[src/rtl/mem_arbiter.sv]
// mem_arbiter: arbitrates an instruction-fetch port and a data port onto a
// single shared memory interface. One transaction is outstanding at a time.
// The bus request is held until the memory acks or a busy-cycle timeout
// aborts it.
//
// Parameters:
//   WIDTH   - data/address width
//   TIMEOUT - busy cycles allowed before abort (2..255)
//
// Ports:
//   clk, rst                 - clock, synchronous active-low reset
//   i_req/i_addr             - fetch request and address
//   i_rdata/i_ack            - fetch data and completion pulse
//   d_req/d_we/d_addr/d_wdata- data request, direction, address and write data
//   d_rdata/d_ack            - load data and completion pulse
//   stall_F/stall_M          - requester stalls (request pending, not acked)
//   m_req/m_we/m_addr/m_wdata- registered shared memory request
//   m_rdata/m_ack            - memory read data and completion pulse
//   err                      - pulse on timeout abort
//
// Build option: define ARB_RR_EN to alternate grants between simultaneous
// requesters. Without it, simultaneous requests always go to the data port.
module mem_arbiter #(
  parameter int WIDTH   = 32,
  parameter int TIMEOUT = 16
) (
  input  logic             clk,
  input  logic             rst,
  input  logic             i_req,
  input  logic [WIDTH-1:0] i_addr,
  output logic [WIDTH-1:0] i_rdata,
  output logic             i_ack,
  input  logic             d_req,
  input  logic             d_we,
  input  logic [WIDTH-1:0] d_addr,
  input  logic [WIDTH-1:0] d_wdata,
  output logic [WIDTH-1:0] d_rdata,
  output logic             d_ack,
  output logic             stall_F,
  output logic             stall_M,
  output logic             m_req,
  output logic             m_we,
  output logic [WIDTH-1:0] m_addr,
  output logic [WIDTH-1:0] m_wdata,
  input  logic [WIDTH-1:0] m_rdata,
  input  logic             m_ack,
  output logic             err
);

  typedef enum logic [1:0] {
    IDLE   = 2'd0,
    BUSY_I = 2'd1,
    BUSY_D = 2'd2
  } state_e;

  localparam logic [7:0] CNT_LAST = 8'(TIMEOUT - 1);

  state_e           state_q, state_d;
  logic             m_req_q, m_req_d;
  logic             m_we_q, m_we_d;
  logic [WIDTH-1:0] m_addr_q, m_addr_d;
  logic [WIDTH-1:0] m_wdata_q, m_wdata_d;
  logic [7:0]       cnt_q, cnt_d;
  logic             busy, timeout, done, grant_d;

`ifdef ARB_RR_EN
  // 1 when the data port won the most recent grant
  logic last_d_q, last_d_d;
  assign grant_d = d_req & (~i_req | ~last_d_q);
`else
  assign grant_d = d_req;
`endif

  assign busy    = (state_q != IDLE);
  // m_ack takes priority over a timeout landing in the same cycle
  assign timeout = busy & ~m_ack & (cnt_q == CNT_LAST);
  assign done    = rst & busy & (m_ack | timeout);

  assign i_ack   = done & (state_q == BUSY_I);
  assign d_ack   = done & (state_q == BUSY_D);
  assign i_rdata = (i_ack & m_ack) ? m_rdata : '0;
  assign d_rdata = (d_ack & m_ack) ? m_rdata : '0;
  assign err     = rst & timeout;
  assign stall_F = i_req & ~i_ack;
  assign stall_M = d_req & ~d_ack;

  assign m_req   = m_req_q;
  assign m_we    = m_we_q;
  assign m_addr  = m_addr_q;
  assign m_wdata = m_wdata_q;

  always_comb begin
    state_d   = state_q;
    m_req_d   = m_req_q;
    m_we_d    = m_we_q;
    m_addr_d  = m_addr_q;
    m_wdata_d = m_wdata_q;
    cnt_d     = cnt_q;
`ifdef ARB_RR_EN
    last_d_d  = last_d_q;
`endif
    unique case (state_q)
      IDLE: begin
        m_req_d = 1'b0;
        m_we_d  = 1'b0;
        if (i_req | d_req) begin
          m_req_d = 1'b1;
          cnt_d   = '0;
          if (grant_d) begin
            state_d   = BUSY_D;
            m_we_d    = d_we;
            m_addr_d  = d_addr;
            m_wdata_d = d_wdata;
          end else begin
            state_d  = BUSY_I;
            m_addr_d = i_addr;
          end
`ifdef ARB_RR_EN
          last_d_d = grant_d;
`endif
        end
      end
      BUSY_I, BUSY_D: begin
        if (m_ack | timeout) begin
          state_d = IDLE;
          m_req_d = 1'b0;
          m_we_d  = 1'b0;
        end else begin
          cnt_d = cnt_q + 8'd1;
        end
      end
      default: state_d = IDLE;
    endcase
  end

  always_ff @(posedge clk) begin
    if (!rst) begin
      state_q   <= IDLE;
      m_req_q   <= 1'b0;
      m_we_q    <= 1'b0;
      m_addr_q  <= '0;
      m_wdata_q <= '0;
      cnt_q     <= '0;
`ifdef ARB_RR_EN
      last_d_q  <= 1'b0;
`endif
    end else begin
      state_q   <= state_d;
      m_req_q   <= m_req_d;
      m_we_q    <= m_we_d;
      m_addr_q  <= m_addr_d;
      m_wdata_q <= m_wdata_d;
      cnt_q     <= cnt_d;
`ifdef ARB_RR_EN
      last_d_q  <= last_d_d;
`endif
    end
  end

endmodule
[config.mk]
export PLATFORM = sky130hd
export DESIGN_NAME = mem_arbiter
export DESIGN_NICKNAME = d
export VERILOG_FILES = /design/src/rtl/mem_arbiter.sv
export SDC_FILE = /design/constraint.sdc
export NUM_CORES = 1
export LEC_CHECK = 0
export CORE_ASPECT_RATIO = 1.1
export CORE_MARGIN = 1.5
export CORE_UTILIZATION = 30
export CTS_CLUSTER_DIAMETER = 80
export DETAILED_ROUTE_END_ITERATION = 8
export GPL_TIMING_DRIVEN = 1
export PLACE_DENSITY = 0.71
export REMOVE_ABC_BUFFERS = 1
export SLEW_MARGIN = 30
export SYNTH_ARGS = -nofsm -noshare
export SYNTH_HDL_FRONTEND = slang
export SYNTH_SLANG_ARGS = --single-unit
[constraint.sdc]
create_clock -name clk -period 2.4 [get_ports clk]
set_input_delay 0.24 -clock clk [delete_from_list [all_inputs] [get_ports clk]]
set_output_delay 0.24 -clock clk [all_outputs]
set_load 0.02 [all_outputs]
==> metrics.cfg <==
[sta]
setup_viol=0
finalMaxSlewViolations=0
fin_skew_ns=0.01139
fmax_mhz=451.0
rsz0062_at_grt=false
setup_slack_ns=0.1829
hold_viol=0
slew_headroom_pct=60.07
fin_crit_sh_pct=92.38
worst_slew_pin_slew_ns=0.5989
min_period_ns=2.217

[clocking]
cts_sinks=76
clk_pin_slew_worst_paths_ns=0.05
htreeDepth=3
clk_latency_ns=0.34
cts_root_buffer=clkbuf_16
cts_tree=yes
postCtsHoldBufs=0
cts_buffer_depth=2
numCtsBuffers=9

[final_layout]
nNetsFinal=843
n_fill_cell=1152
drive_gt1_share_pct=5.211
fin_area_um2=6893
area_growth_pct=79.15

[power]
clockPowerShare_pct=31.4
totalPowerFinal_mw=4.008
pwr-share-comb_pct=31.5
switchingPower_mw=1.224
max-vdd-ir-drop_mv=0.3208
p_int_mw=2.784
p_seq_share_pct=37.1
p_leak_nw=3.306
p_per_area_nw_per_um2=581.5
swShare_pct=30.54

[logic_synthesis]
syn_inst=449
synthMuxAreaShare_pct=8.878
synth-simple-area-share_pct=26.21
yosysMostFrequentCell=nand2_1
yosysTopAreaCell=dfxtp_1
synth_seq_cells=76
synth_warnings=0
synth_common_cells=nand2_1 (107), dfxtp_1 (76), and2_1 (67)
syn_area_um2=3847
yosys.area_share.adder_pct=1.301
synth-edff-count=0
synth_xor_area_share_pct=0
async_reset_ff_share_pct=0
avgSynthCellArea_um2=8.569
yosysUniqueCellTypes=39
netlist_top_cells_area=dfxtp_1 (40%), and2_1 (11%), nand2_1 (10%)
yosys.area.top_type_share_pct=39.54
yosysSeqAreaShare_pct=39.54
synth_compound_area_share_pct=20.10
synthFlopType=dfxtp_1
synth_top_family_by_area=simple AND/OR/NAND/NOR gates

[floorplanning]
die_w_um=111.0
coreArea_um2=12540
row_count=43
ios=269
start_util_pct=30.69
die_area_um2=13510
fp.dieH_um=121.8

[min_path]
min_path_type=input port to flop

[route]
drc=0
ant_nets=0
firstDrtPassIters=6
drt_iter0_drc=134
wl_per_cell_um=14.91
wl_mm=12.95
dr_total_vias=4076
via_per_inst=4.690

[placement]
postPlaceCellArea_um2=6689
pre_cts_ws_ns=0.2049
dp_hpwl_mm=10.24
gp_congestion=0.8953
port_buffers=268

[worst_setup_path]
cp_max_fo=32
cp-start-kind=flop
worstPathRequired_ns=2.16
crit_path_end_kind=output port
critPathKind=flop to output port
cp.arrival_ns=1.98

[global_routing]
grt_pass1_vias=3970
grt_max_degree=66
overflow=0
grt_use_total_pct=18.96
grt_pass1_wl_mm=20.19
antenna_found_initial=2

[job]
maxCapViolations=0

[run_status]
outcome=finished clean

## worst paths after layout
path	start	to	slack (ns)	depth (start not counted)
min	d_req	state_q[1]	0.39	4
max	state_q[0]	i_rdata[21]	0.18	7
min reg2reg	m_wdata[4]	m_wdata[4]	0.46	2
max reg2reg	state_q[0]	cnt_q[0]	0.31	7
## cells by family (layout without fill, tap and decap cells)
kind of cell,Yosys count,in the layout
AO/OA/AOI/OAI,94,94
adder cells (fa/ha/maj),4,4
buffers and inverters,36,297
flip-flops,76,76
multiplexers,34,34
other,0,2
AND/OR/NAND/NOR,205,205
## critical path: stages, from the launching register on
cell and delay, ns:
dfxtp_1 0.36, inv_1 0.08, ha_1 0.22, nor2b_1 0.13, and3_1 0.22, buf_12 0.17
and2_1 0.14, dlygate4sd2_1 0.34
## sequential cells by signal, indices dropped and copies added (netlist names)
signal and flops:
state_q 2, m_we 1, m_addr 32, cnt_q 8, m_wdata 32, m_req 1
## power groups by stage
stage	Combinational, mW	Clock (mW)	Sequential [mW]
2_1_floorplan	0.405	0	1.68
3_3_place_gp	1.26	0	1.50
3_5_place_dp	1.28	0	1.51
4_1_cts	1.28	1.29	1.49
5_1_grt	1.37	1.36	1.50
6_report	1.26	1.26	1.49
## metrics by stage
| step | instances | hold WS, ns | TNS [ns] | utilization [%] |
|---|---|---|---|---|
| 6_report | 869 | 0.3941 | 0 | 54.99 |
| 5_1_grt | 867 | 0.4055 | 0 | 54.95 |
| 4_1_cts | 867 | 0.3770 | 0 | 54.93 |
| 3_5_place_dp | 851 | 0.4571 | 0 | 53.36 |
| 3_3_place_gp | 851 | 0.4518 | 0 | 53.36 |
| 2_1_floorplan | 416 | 0.3561 | -0.8132 | - |
## what timing repair did
action / CTS / global route
gates resized for setup: 69 / 1
setup endpoints to repair: 68 / 1
buffers inserted: 0 / 0
pin swaps: 0 / 0
endpoints found under the hold margin: 0 / 0
## per-layer routing
metal / vias to the layer above / wire, um / global-route usage [%]
li1: 2033 / - / -
met1: 1823 / 4963 / 20.01
met2: 197 / 6378 / 34.14
met3: 21 / 1286 / 6.866
met4: 2 / 311 / 8.253
met5: - / 13 / 0
## cell type report
cell class / count / area [um^2] / share of cell area, %
diodes: 2 / 5.005 / 0.07261
well taps: 157 / 196.4 / 2.850
flip-flops and latches: 76 / 1521 / 22.07
repair buffers: 278 / 2703 / 39.21
inverters: 3 / 11.26 / 0.1634
clock buffers: 11 / 242.7 / 3.522
multi-input cells: 337 / 2177 / 31.58
clock inverters: 5 / 36.28 / 0.5264
## placed cells by master (no fill, tap or decap), types with 4 or more instances in the layout
cell type          n
a21boi_0          36
and2_1            67
and3_1             5
buf_4              7
clkbuf_16          9
clkdlybuf4s50_1  197
dfxtp_1           76
dlygate4sd2_1     68
ha_1               4
mux2i_1           33
nand2_1          107
nand3_1            4
nor2_1             4
nor2b_1            4
o211a_1           32
o21ai_0            9
No activity file was read; power rests on OpenSTA's default activity.
